===== src/rtl/cache_ctrl_pkg.sv =====
// Address-field widths and FSM state encoding shared by the L1 data-cache controller.
package cache_ctrl_pkg;

    localparam int DEF_ADDR_BITS       = 32;
    localparam int DEF_TAG_BITS        = 23;
    localparam int DEF_LINE_WORDS      = 4;
    localparam int SET_INDEX_WIDTH     = 5;
    localparam int ELEMENT_WORDS_WIDTH = 2;
    localparam int WORD_BYTES_WIDTH    = 2;

    typedef enum logic [2:0] {
        IDLE    = 3'd0,
        CHECK   = 3'd1,
        BACK_RD = 3'd2,
        BACK_WR = 3'd3,
        FILL    = 3'd4,
        REPLAY  = 3'd5
    } state_t;

endpackage


===== src/rtl/cache_ctrl.sv =====
// Miss handling for the 2-way L1 data cache: hit check, dirty-victim writeback,
// line fill from main memory one word per ack, then replay of the CPU request.
module cache_ctrl
    import cache_ctrl_pkg::*;
#(
    parameter int ADDR_BITS  = DEF_ADDR_BITS,
    parameter int TAG_BITS   = DEF_TAG_BITS,
    parameter int LINE_WORDS = DEF_LINE_WORDS
) (
    input  logic                 clk,
    input  logic                 rst,
    input  logic                 en_r,
    input  logic                 en_w,
    input  logic [2:0]           u_b_h_w,
    input  logic [ADDR_BITS-1:0] addr_cpu,
    input  logic [31:0]          data_cpu_write,
    output logic [31:0]          data_cpu_read,
    output logic                 stall,
    output logic [ADDR_BITS-1:0] cache_addr,
    output logic                 cache_load,
    output logic                 cache_edit,
    output logic                 cache_store,
    output logic [2:0]           cache_u_b_h_w,
    output logic [31:0]          cache_din,
    input  logic                 cache_hit,
    input  logic                 cache_valid,
    input  logic                 cache_dirty,
    input  logic [TAG_BITS-1:0]  cache_tag,
    input  logic [31:0]          cache_dout,
    output logic                 mem_cs_o,
    output logic                 mem_we_o,
    output logic [ADDR_BITS-1:0] mem_addr_o,
    output logic [31:0]          mem_data_o,
    input  logic [31:0]          mem_data_i,
    input  logic                 mem_ack_i
);

    localparam int BEAT_BITS   = $clog2(LINE_WORDS);
    localparam int OFFSET_BITS = BEAT_BITS + WORD_BYTES_WIDTH;
    localparam logic [BEAT_BITS-1:0] LAST_BEAT = BEAT_BITS'(LINE_WORDS - 1);

    state_t                 r_state;
    state_t                 w_nextState;
    logic [BEAT_BITS-1:0]   r_beat;
    logic [ADDR_BITS-1:0]   r_addr;
    logic [31:0]            r_data;
    logic [2:0]             r_ubhw;
    logic                   r_isWrite;
    logic [TAG_BITS-1:0]    r_victimTag;
    logic [31:0]            r_wbData;
    logic                   r_wbLatched;

    logic                   w_req;
    logic [ADDR_BITS-1:0]   w_lineAddr;
    logic [ADDR_BITS-1:0]   w_victimAddr;

    // A request is never accepted while reset is held, so every output stays low.
    assign w_req        = (en_r | en_w) & ~rst;
    assign w_lineAddr   = {r_addr[ADDR_BITS-1:OFFSET_BITS], r_beat, {WORD_BYTES_WIDTH{1'b0}}};
    assign w_victimAddr = {r_victimTag, r_addr[ADDR_BITS-TAG_BITS-1:OFFSET_BITS], r_beat,
                           {WORD_BYTES_WIDTH{1'b0}}};

    always_ff @(posedge clk) begin
        if (rst) begin
            r_state     <= IDLE;
            r_beat      <= '0;
            r_addr      <= '0;
            r_data      <= '0;
            r_ubhw      <= '0;
            r_isWrite   <= 1'b0;
            r_victimTag <= '0;
            r_wbData    <= '0;
            r_wbLatched <= 1'b0;
        end else begin
            r_state <= w_nextState;
            case (r_state)
                IDLE: begin
                    if (w_req) begin
                        r_addr    <= addr_cpu;
                        r_data    <= data_cpu_write;
                        r_ubhw    <= u_b_h_w;
                        r_isWrite <= en_w;
                    end
                end
                CHECK: begin
                    if (!cache_hit) begin
                        r_beat <= '0;
                        if (cache_valid && cache_dirty) begin
                            r_victimTag <= cache_tag;
                        end
                    end
                end
                BACK_WR: begin
                    // The victim word is only on cache_dout in the first BACK_WR cycle.
                    if (!r_wbLatched) begin
                        r_wbData    <= cache_dout;
                        r_wbLatched <= 1'b1;
                    end
                    if (mem_ack_i) begin
                        r_wbLatched <= 1'b0;
                        r_beat      <= (r_beat == LAST_BEAT) ? '0 : r_beat + BEAT_BITS'(1);
                    end
                end
                FILL: begin
                    if (mem_ack_i && (r_beat != LAST_BEAT)) begin
                        r_beat <= r_beat + BEAT_BITS'(1);
                    end
                end
                default: begin
                end
            endcase
        end
    end

    always_comb begin
        w_nextState   = r_state;
        stall         = 1'b0;
        data_cpu_read = '0;
        cache_addr    = '0;
        cache_load    = 1'b0;
        cache_edit    = 1'b0;
        cache_store   = 1'b0;
        cache_u_b_h_w = '0;
        cache_din     = '0;
        mem_cs_o      = 1'b0;
        mem_we_o      = 1'b0;
        mem_addr_o    = '0;
        mem_data_o    = '0;
        case (r_state)
            IDLE: begin
                if (w_req) begin
                    cache_addr    = addr_cpu;
                    cache_load    = ~en_w;
                    cache_edit    = en_w;
                    cache_u_b_h_w = u_b_h_w;
                    cache_din     = data_cpu_write;
                    stall         = 1'b1;
                    w_nextState   = CHECK;
                end
            end
            CHECK: begin
                if (cache_hit) begin
                    data_cpu_read = cache_dout;
                    w_nextState   = IDLE;
                end else begin
                    stall       = 1'b1;
                    w_nextState = (cache_valid && cache_dirty) ? BACK_RD : FILL;
                end
            end
            BACK_RD: begin
                stall         = 1'b1;
                cache_addr    = w_lineAddr;
                cache_u_b_h_w = r_ubhw;
                w_nextState   = BACK_WR;
            end
            BACK_WR: begin
                stall         = 1'b1;
                cache_addr    = w_lineAddr;
                cache_u_b_h_w = r_ubhw;
                mem_cs_o      = 1'b1;
                mem_we_o      = 1'b1;
                mem_addr_o    = w_victimAddr;
                mem_data_o    = r_wbLatched ? r_wbData : cache_dout;
                if (mem_ack_i) begin
                    w_nextState = (r_beat == LAST_BEAT) ? FILL : BACK_RD;
                end
            end
            FILL: begin
                stall         = 1'b1;
                cache_addr    = w_lineAddr;
                cache_u_b_h_w = r_ubhw;
                mem_cs_o      = 1'b1;
                mem_addr_o    = w_lineAddr;
                if (mem_ack_i) begin
                    cache_store = 1'b1;
                    cache_din   = mem_data_i;
                    w_nextState = (r_beat == LAST_BEAT) ? REPLAY : FILL;
                end
            end
            REPLAY: begin
                stall         = 1'b1;
                cache_addr    = r_addr;
                cache_load    = ~r_isWrite;
                cache_edit    = r_isWrite;
                cache_u_b_h_w = r_ubhw;
                cache_din     = r_data;
                w_nextState   = CHECK;
            end
            default: begin
                w_nextState = IDLE;
            end
        endcase
    end

endmodule


===== config.mk =====
export PLATFORM = sky130hd
export DESIGN_NAME = cache_ctrl
export DESIGN_NICKNAME = d
export VERILOG_FILES = /design/src/rtl/cache_ctrl_pkg.sv /design/src/rtl/cache_ctrl.sv
export SDC_FILE = /design/constraint.sdc
export NUM_CORES = 1
export LEC_CHECK = 0
export ABC_AREA = 1
export CAP_MARGIN = 20
export CORE_MARGIN = 3
export CORE_UTILIZATION = 23
export CTS_CLUSTER_DIAMETER = 120
export DETAILED_ROUTE_END_ITERATION = 10
export HOLD_SLACK_MARGIN = 0.08
export MAX_ROUTING_LAYER = met4
export PLACE_DENSITY = 0.56
export SYNTH_ARGS = -nofsm -noshare
export SYNTH_HDL_FRONTEND = slang
export SYNTH_SLANG_ARGS = --single-unit

===== constraint.sdc =====
create_clock -name clk -period 2.5 [get_ports clk]
set_input_delay 0.25 -clock clk [delete_from_list [all_inputs] [get_ports clk]]
set_output_delay 0.25 -clock clk [all_outputs]
set_load 0.02 [all_outputs]

# Word level (Yosys, flattened, before mapping)
# Index checks and enable logic that the tools add are counted.
[op_classes]
n_addsub = 1
n_eq_ne = 12
n_mux = 37
bitwise_logic = 6
n_reduce_logical = 11
[ops]
columns = ["cell", "count"]
rows = [
  ["32-bit 2-to-1 mux", 7],
  ["32-bit case mux with 3 select lines", 2],
  ["32-bit case mux with 2 select lines", 1],
  ["3-bit 2-to-1 mux", 7],
  ["3-bit case mux with 6 select lines", 1],
  ["2-bit inequality test (second input constant)", 6],
  ["1-bit 2-to-1 mux", 10],
  ["2-bit 2-to-1 mux", 4],
  ["3-bit by 2-bit equality test with 1-bit output (second input constant)", 2],
  ["3-bit equality test (second input constant)", 2],
  ["2-bit case mux with 3 select lines", 1],
  ["3-bit case mux with 2 select lines", 1],
  ["3-bit AND reduction", 2],
  ["1-bit NOT", 4],
  ["1-bit case mux with 2 select lines", 2],
  ["4-bit AND reduction", 1],
  ["4-bit OR reduction", 1],
  ["3-bit by 1-bit equality test with 1-bit output (second input constant)", 1],
  ["3-bit zero test", 1],
  ["1-bit case mux with 3 select lines", 1],
  ["3-bit nonzero test", 1],
  ["3-bit OR reduction", 1],
  ["2-bit by 1-bit adder with 2-bit output (second input constant)", 1],
  ["2-bit equality test (second input constant)", 1],
  ["5 further kinds", 6],
]
[word_totals]
regBits = 129
inputBits = 162
out_inout_bits = 169
wordCells = 76

# Logic depth before layout (Yosys ltp)
# Gate-level depths: netlist of run 1.
[depth]
ltp_word = 4
mapped_depth = 10
mapped_depth_nobuf = 9

# Least setup slack after synthesis of run 1
# OpenSTA, ideal clock, no wires.
[synth_timing]
path_kind = "flip-flop to output port"
from = "register r_state[1]"
to = "output port cache_addr[14]"
t_arrival_ns = 1.614
t_required_ns = 2.250
setup_slack_ns = 0.636
path_stages_with_launch = 9
n_path_buf = 2
cell_sequence = "dfxtp_1 buf_4 nand2_2 nand2_2 nand2_4 inv_2 nor3_4 buf_4 o21ai_0"
[synth_via]
elab_chain_cells = 3
[synth_lines]
columns = ["element", "line", "text"]
rows = [
  ["from (decl)", "cache_ctrl.sv:42", "state_t r_state;"],
  ["from (signal assigned)", "cache_ctrl.sv:75", "r_state <= w_nextState;"],
  ["3-bit equality test or 3-bit by 2-bit equality test with 1-bit output (tied branches)", "cache_ctrl.sv:129", "case (r_state)"],
  ["3-bit OR reduction (no line)", "-", ""],
  ["32-bit case mux with 3 select lines (*)", "cache_ctrl.sv:129", ""],
  ["to (decl)", "cache_ctrl.sv:19", "output logic [ADDR_BITS-1:0] cache_addr,"],
]
# Every way passes the cells marked *; elsewhere a longest branch is shown, timed or not.

# Worst setup path in the final report of run 1
[layout_timing]
from = "register r_state[1]"
to = "output port mem_addr_o[27]"
[layout_via]
elab_chain_cells = 2
[layout_lines]
columns = ["element", "line", "text"]
rows = [
  ["3-bit equality test or 3-bit by 2-bit equality test with 1-bit output (tied branches)", "cache_ctrl.sv:129", ""],
  ["32-bit case mux with 2 select lines (*)", "cache_ctrl.sv:129", ""],
  ["to (decl)", "cache_ctrl.sv:32", "output logic [ADDR_BITS-1:0] mem_addr_o,"],
]
# Marked as above.

==> results of run 1 <==
[layout make-up]
cell class / instances / area [um2] / area share (%)
inverters: 113 / 428 / 3.97
clock inverters: 13 / 150 / 1.39
repair buffers: 359 / 3460 / 32.1
flip-flops and latches: 129 / 2590 / 24.0
well taps: 378 / 473 / 4.39
clock buffers: 19 / 453 / 4.20
diodes: 1 / 2.50 / 0.0232
multi-input cells: 724 / 3230 / 30.0
[registers in the layout, indices dropped and copies added (netlist names)]
signal / cells
r_addr: 32
r_beat: 2
r_data: 32
r_isWrite: 1
r_state: 3
r_ubhw: 3
r_victimTag: 23
r_wbData: 32
r_wbLatched: 1
[worst reg2reg max path: stages, from the launching register on]
cell and delay [ns]:
dfxtp_4 0.42, clkinv_2 0.08, nand2_2 0.09, nor2_4 0.05, inv_2 0.09, nor2_8 0.06, inv_2 0.10, buf_4 0.63
nand2_1 0.15, a21oi_1 0.19
[logic make-up (layout without fill, tap and decap cells)]
| group | Yosys count | in the layout | share of synthesized area [%] |
|---|---|---|---|
| flip-flops | 129 | 129 | 39.3 |
| AND/OR/NAND/NOR | 463 | 463 | 27.8 |
| AO/OA/AOI/OAI | 255 | 255 | 20.3 |
| adder cells (fa/ha/maj) | 4 | 4 | 0.761 |
| buffers and inverters | 182 | 504 | 11.8 |
| other | 1 | 3 | 0.0570 |
[worst min-delay path by stage]
stage / from / to / slack (ns)
finish: rst / r_data[31]$_SDFFE_PP0P_ / 0.36
global route: cache_tag[12] / r_victimTag[12]$_SDFFE_PP0P_ / 0.39
CTS: rst / r_data[31]$_SDFFE_PP0P_ / 0.35
detailed placement: r_data[24]$_SDFFE_PP0P_ / r_data[24]$_SDFFE_PP0P_ / 0.45
global placement: r_addr[24]$_SDFFE_PP0P_ / r_addr[24]$_SDFFE_PP0P_ / 0.45
floorplan: cache_tag[0] / r_victimTag[0]$_SDFFE_PP0P_ / 0.38
[metrics by stage]
stage,power (mW),utilization (%),hold slack [ns],setup WS (ns),std cells
finish,5.89,38.5,0.363,0.0696,1736
detailed placement,3.43,37.0,0.453,0.0539,1703
floorplan,2.79,-,0.385,0.636,1035
global route,6.16,38.5,0.390,0.000144,1736
CTS,6.01,38.7,0.349,0.000210,1735
global placement,3.42,37.0,0.448,0.0699,1703
[synthesized netlist by cell type, drive strengths merged (2+ instances only)]
cell    count
buf        39
a31oi      33
clkbuf     30
ha          4
a21oi     103
nor3        2
nand3      10
inv       112
nand2     345
o211ai      2
nor2      105
o21ai     115
dfxtp     129
[timing repair]
item,4_1_cts,5_1_grt
hold endpoints to repair,0,0
endpoints found under the setup margin,157,64
gates resized for setup,100,123
[routing by layer]
layer  vias up  GRT usage, %  wire, um
met2       248          29.2     12900
met1      3442          19.5     11000
li1       3887             -         -
met4         0          4.62       397
met3        22          5.08      1740
met5         -             -         0
[power by group through the flow]
| stage | clock network, mW | logic [mW] | registers (mW) |
|---|---|---|---|
| floorplan | 0 | 0.561 | 2.23 |
| global placement | 0 | 1.18 | 2.24 |
| detailed placement | 0 | 1.18 | 2.24 |
| CTS | 2.70 | 1.11 | 2.20 |
| global route | 2.76 | 1.19 | 2.21 |
| finish | 2.60 | 1.09 | 2.20 |
==> results.json, run 1 <==
{
  "r2r_cells": 9,
  "ys_seq_area_share_pct": 39.3,
  "swShare_pct": 29.0,
  "clock_skew_ns": 0.0124,
  "place_congestion": 0.784,
  "cts_inserted_buffers": 17,
  "period_needed_ns": 2.43,
  "syn_area_mm2": 0.00658,
  "start_util_pct": 23.5,
  "p_sw_mw": 1.71,
  "drv_slew": 0,
  "layout_common_cells": "nand2_1 (339), clkdlybuf4s50_1 (215), dfxtp_1 (125)",
  "p_leak_nw": 4.89,
  "drtPass1Iterations": 7,
  "critical_path.startpoint": "r_state[1]$_SDFFE_PP0P_",
  "place_area_mm2": 0.0104,
  "worst_pin_slew_ns": 0.833,
  "drive_gt1_share_pct": 8.92,
  "r2r_slack_ns": 0.58,
  "period_share_pct": 97.2,
  "drt_iter0_markers": 447,
  "final_area_mm2": 0.0108,
  "nets": 1510,
  "worstSetupPathType": "reg -> out",
  "post-route-drc-count": 0,
  "portBuffers": 328,
  "antenna_found_initial": 1,
  "die_area_mm2": 0.0307,
  "vias_per_cell": 4.38,
  "synth_edf_count": 0,
  "combPwrFrac_pct": 18.6,
  "worst_path_max_delay_cell": "clkdlybuf4s50_1",
  "cts_setup_buffers": 0,
  "grt_pass1_vias": 7526,
  "arrival_ns": 2.18,
  "core_area_mm2": 0.0280,
  "track_usage_pct": 17.1,
  "postRouteAntennaNets": 0,
  "hp-class": "in -> reg",
  "final_common_cell": "nand2_1",
  "cts_tree": "yes",
  "async_reset_ff_share_pct": 0,
  "slew-limit-headroom_pct": 44.5,
  "reg2reg_to": "r_data[19]$_SDFFE_PP0P_",
  "ys_ff_latch": 129,
  "cpPeakStageDelay_ns": 0.66,
  "synthCells": 1034,
  "clkPwrFrac_pct": 44.1,
  "via_count": 7599,
  "crit_cells": 6,
  "p_int_mw": 4.18,
  "holdBufCountCts": 0,
  "h-tree-depth": 4,
  "postSynthAreaPerCell_um2": 6.36,
  "worstSetupEndpoint": "mem_addr_o[27]",
  "synthFlopType": "dfxtp_1",
  "synth_top_area_cell": "dfxtp_1",
  "critical_path_buf_inv_count": 3,
  "grt-ovfl-total": 0,
  "io_pins": 331,
  "routed_wl_um": 26000,
  "dpl.hpwl_um": 18400,
  "wire_per_inst_um": 15.0,
  "finalHoldViolations": 0,
  "worstSetupEndpointType": "output port",
  "fmax_mhz": 411,
  "clkLatencyLatePin_ns": 0.42,
  "fin_setup_tns_ns": 0,
  "fp.dieW_um": 175,
  "maxCapViolCount": 0,
  "rsz0062_at_grt": "no",
  "path_max_fanout": 26,
  "grt_max_degree": 69,
  "setup_violations": 0,
  "cp_data_required_time_ns": 2.25,
  "synth_area_leaders": "dfxtp_1 (39%), nand2_1 (19%), o21ai_0 (8.2%)",
  "pwr_density_cell_mw_per_mm2": 546,
  "clkSinkCount": 129,
  "synth.distinct_cells": 31,
  "yosysWarnings": 0,
  "seqPwrFrac_pct": 37.3,
  "setup.worst_path.start_class": "flop",
  "synth.top_cell.area_share_pct": 39.3,
  "crit_chain": "buf_4, nor2_4, nand2_2, buf_12, o21ai_0, clkdlybuf4s50_1",
  "num_rows": 61,
  "grt_pass1_wl_um": 40700,
  "holdPathStages": 6,
  "clk_pin_slew_ns": 0.07,
  "peakVddDrop_mv": 0.259,
  "cpLargestDelayFamily": "buffers and inverters",
  "die_h_um": 175,
  "status": "finished, final reports clean",
  "clock_path_buffers": 2,
  "r2r_start": "r_state[0]$_SDFFE_PP0P_",
  "root_buffer": "clkbuf_16",
  "fill_cells": 2953,
  "syn_to_final_growth_pct": 64.0
}
No activity file was read; power rests on OpenSTA's default activity.
==> run 2, diff against run 1 <==
- CAP_MARGIN: 20 -> 30
==> results of run 2 <==
Final layout, timing and power as in run 1 (identical DEF).
==> RTL change 1, RTL diff (config.mk and constraints of run 2) <==
`DEF_TAG_BITS`: 23 -> 25.
--- a/src/rtl/cache_ctrl_pkg.sv
+++ b/src/rtl/cache_ctrl_pkg.sv
@@ -2,7 +2,7 @@
 package cache_ctrl_pkg;
 
     localparam int DEF_ADDR_BITS       = 32;
-    localparam int DEF_TAG_BITS        = 23;
+    localparam int DEF_TAG_BITS        = 25;
     localparam int DEF_LINE_WORDS      = 4;
     localparam int SET_INDEX_WIDTH     = 5;
     localparam int ELEMENT_WORDS_WIDTH = 2;
Ports: changed (resized cache_tag); port bits go from 331 to 333. The function was not compared with the original's and may differ.
==> RTL change 1 against run 2 <==
- area after synthesis grew 2.3%
- routed wire length rose by 2.1%
- first-iteration DRC count shrank 22%
- combinational power rose by 10%
- power is 5.6% higher
- sequential cell count grew 2
- setup slack better by 0.048 ns
- cell area is 4.7% higher
- clock skew is 0.0030 ns higher
- die area is 2.2% higher
- non-clock buffer count increased by 47
- critical endpoint is now cache_din[18]
==> RTL change 1: results <==
set metrics [dict create \
    nets 1569 \
    synthTopCellsByCount "335 x nand2_1, 131 x dfxtp_1, 107 x inv_1" \
    wl_met1_microns 11100 \
    io_buffers 330 \
    route.met2.wl_microns 13300 \
    grt_pass1_wl_microns 40800 \
    cp_max_fo 36 \
    status "finished, final reports clean" \
    post-place-ws_ns -0.0382 \
    p_leak_uw 0.00553 \
    diodes 0 \
    vias_per_cell 4.32 \
    track_usage 0.168 \
    peakVddDrop_v 0.000374 \
    dr_wl_met3_microns 1720 \
    cp_slowest_cell "dfxtp_2" \
    drt_iter0_drc 348 \
    antenna_found_initial 0 \
    synthCells 1046 \
    gp_congestion 0.804 \
    seq_area_frac_synth 0.390 \
    synth.distinct_cells 30 \
    post_dp_cell_area_sq_um 10800 \
    hpwl_microns 18800 \
    wl_microns 26500 \
]
-- RTL change 1: layout make-up --
type	instances	share of cell area
Clock inverter	13	0.0174
Sequential cell	131	0.233
Inverter	114	0.0381
Clock buffer	19	0.0401
Tap cell	378	0.0419
Multi-Input combinational cell	731	0.295
Timing Repair Buffer	406	0.335
-- RTL change 1: logic make-up after synthesis --
| logic type | Yosys count | synth area share |
|---|---|---|
| and+or+nand+nor | 467 | 0.282 |
| AOI/OAI and AO/OA | 258 | 0.204 |
| buffers and inverters | 185 | 0.117 |
| DFF | 131 | 0.390 |
| adders and majority gates | 4 | 0.00744 |
| other | 1 | 0.000557 |
-- RTL change 1: worst register-to-register path, delay by kind of cell (launching register included) --
family | cells | cell delay [ns]
AOI/OAI and AO/OA | 1 | 0.15
DFF | 1 | 0.39
and+or+nand+nor | 4 | 0.37
buffers and inverters | 6 | 1.03
-- RTL change 1: power breakdown --
group	total [uW]	switching, uW	internal, uW	leakage (uW)
Sequential	2230	48.9	2180	0.00107
Combinational	1200	637	561	0.00415
Clock	2790	1050	1740	0.000311
Total	6220	1740	4490	0.00553
-- RTL change 1: final timing paths --
kind,end,slack (ns),cells past startpoint
worst max-delay path,cache_din[18],0.12,10
worst min register to register,r_data[11],0.46,2
worst max register to register,r_addr[14],0.51,11
worst min-delay path,r_beat[1],0.38,5
-- RTL change 1: timing repair --
action / CTS / global route
endpoints found under the setup margin: 160 / 77
setup buffers: 1 / 0
gates cloned: 0 / 0
resized for setup: 148 / 100
pin swaps: 2 / 0
-- RTL change 1: layer usage --
| layer | vias to the layer above | GRT usage |
|---|---|---|
| met5 | - | - |
| met4 | 0 | 0.0422 |
| met3 | 24 | 0.0448 |
| met2 | 214 | 0.290 |
| met1 | 3485 | 0.195 |
| li1 | 4013 | - |
==> RTL change 2, RTL diff (config.mk and constraints of run 2) <==
Without the edit above. Reset style: asynchronous (`rst`), changed in one clocked block.
--- a/src/rtl/cache_ctrl.sv
+++ b/src/rtl/cache_ctrl.sv
@@ -60,7 +60,7 @@
     assign w_victimAddr = {r_victimTag, r_addr[ADDR_BITS-TAG_BITS-1:OFFSET_BITS], r_beat,
                            {WORD_BYTES_WIDTH{1'b0}}};
 
-    always_ff @(posedge clk) begin
+    always_ff @(posedge clk or posedge rst) begin
         if (rst) begin
             r_state     <= IDLE;
             r_beat      <= '0;
Formal check against the unedited RTL: differs if rst is asserted again (counterexample within 4 cycles, from zero or initial values and one cycle with rst high); with rst held inactive, the same outputs for 4 cycles.
==> RTL change 2 against run 2 <==
- largest cell class unchanged
- utilization rose by 2.1 points
- register-to-register slack better by 0.28 ns
- sequential cell count unchanged
- area after synthesis grew 3.7%
- highest routed layer unchanged
- routed wire length is 3.3% lower
- cell area up 8.9%
- setup slack improved by 0.044 ns
- critical path type unchanged
Power is not compared: it rests on default switching activity, and its combinational part moved more than twofold at a synthesized area within 25%.
==> RTL change 2: results <==
set metrics [dict create \
    status "finished, final reports clean" \
    grt_pass1_wl_microns 38500 \
    synth.distinct_cells 22 \
    post_dp_cell_area_sq_um 11000 \
    tightest_slew_ns 0.692 \
    crit_end "cache_din[14]" \
    hp-class "input pin to asynchronous set/reset pin" \
    finClkSkew_ns 0.00901 \
    nFillCells 2998 \
    nets 1471 \
    setup_slack_ns 0.114 \
    syn_area_per_cell_sq_um 7.09 \
    cp_data_arrival_time_ns 2.14 \
    grt_pass1_vias 6983 \
    vias_per_cell 4.22 \
    synthTopCellsByCount "347 x nand2_1, 164 x inv_1, 129 x dfrtp_1" \
    route.vias.total 7201 \
    cp_max_fo 24 \
    r2r_end "r_ubhw[1]" \
    h-tree-depth 4 \
    track_usage 0.160 \
    grt_max_degree 57 \
    hpwl_microns 18100 \
    dp_cells 1665 \
    rrSetupSlack_ns 0.86 \
    drt_iter0_drc 479 \
    wl_microns 25100 \
    post-place-ws_ns -0.0674 \
    first_pass_iters 5 \
    cp_slowest_cell "dfrtp_2" \
    reg2reg_from "r_state[0]" \
    yosys-top-cells-area "dfrtp_1 47%, nand2_1 19%, inv_1 9.0%, o21ai_0 6.4%, nor2_1 3.8%" \
    synth-async-reset-ratio 1.00 \
]
## RTL change 2: final cells by class
| cell class | instances | area (sq um) | share of cell area |
|---|---|---|---|
| inverter | 166 | 631 | 0.0537 |
| tap | 384 | 480 | 0.0409 |
| clock buffer | 18 | 439 | 0.0374 |
| clock inverter | 14 | 204 | 0.0174 |
| sequential | 129 | 3230 | 0.275 |
| antenna | 2 | 5.00 | 0.000426 |
| timing repair buffer | 378 | 3770 | 0.321 |
| multi-input combinational | 616 | 2980 | 0.254 |
## RTL change 2: cells by family after synthesis
group,count (synthesis),synth area share
flops,129,0.473
other cells,1,0.000550
fa+ha+maj,1,0.00183
buf+inv,218,0.133
simple gates,438,0.247
compound gates,175,0.144
## RTL change 2: how the worst min path moves through the flow
stage                     start         to  slack [ns]  depth (start not counted)
finish                      rst  r_data[4]        0.33                          3
global route                rst  r_data[4]        0.38                          3
CTS                         rst  r_data[4]        0.35                          3
detailed placement    r_addr[2]  r_addr[2]        0.46                          2
global placement      r_addr[2]  r_addr[2]        0.45                          2
floorplan           addr_cpu[2]  r_addr[2]        0.38                          2
## RTL change 2: timing repair
action	CTS	global route
pin swaps	2	0
gates cloned	1	0
setup endpoints to repair	160	54
endpoints found under the hold margin	0	0
buffers inserted	7	0
gates resized for setup	214	51
## RTL change 2: critical path, delay by kind of cell (launching register included)
| family | cells | cell delay, ns |
|---|---|---|
| buffers and inverters | 3 | 0.68 |
| AND/OR/NAND/NOR | 4 | 0.49 |
| flip-flops | 1 | 0.45 |
| AO/OA/AOI/OAI | 1 | 0.09 |
## RTL change 2: per-layer routing
layer / global-route usage / share of wire / routed length, microns
met5: - / 0 / 0
met4: 0.0403 / 0.013 / 327
met3: 0.0421 / 0.066 / 1660
met2: 0.258 / 0.48 / 12100
met1: 0.201 / 0.44 / 11100
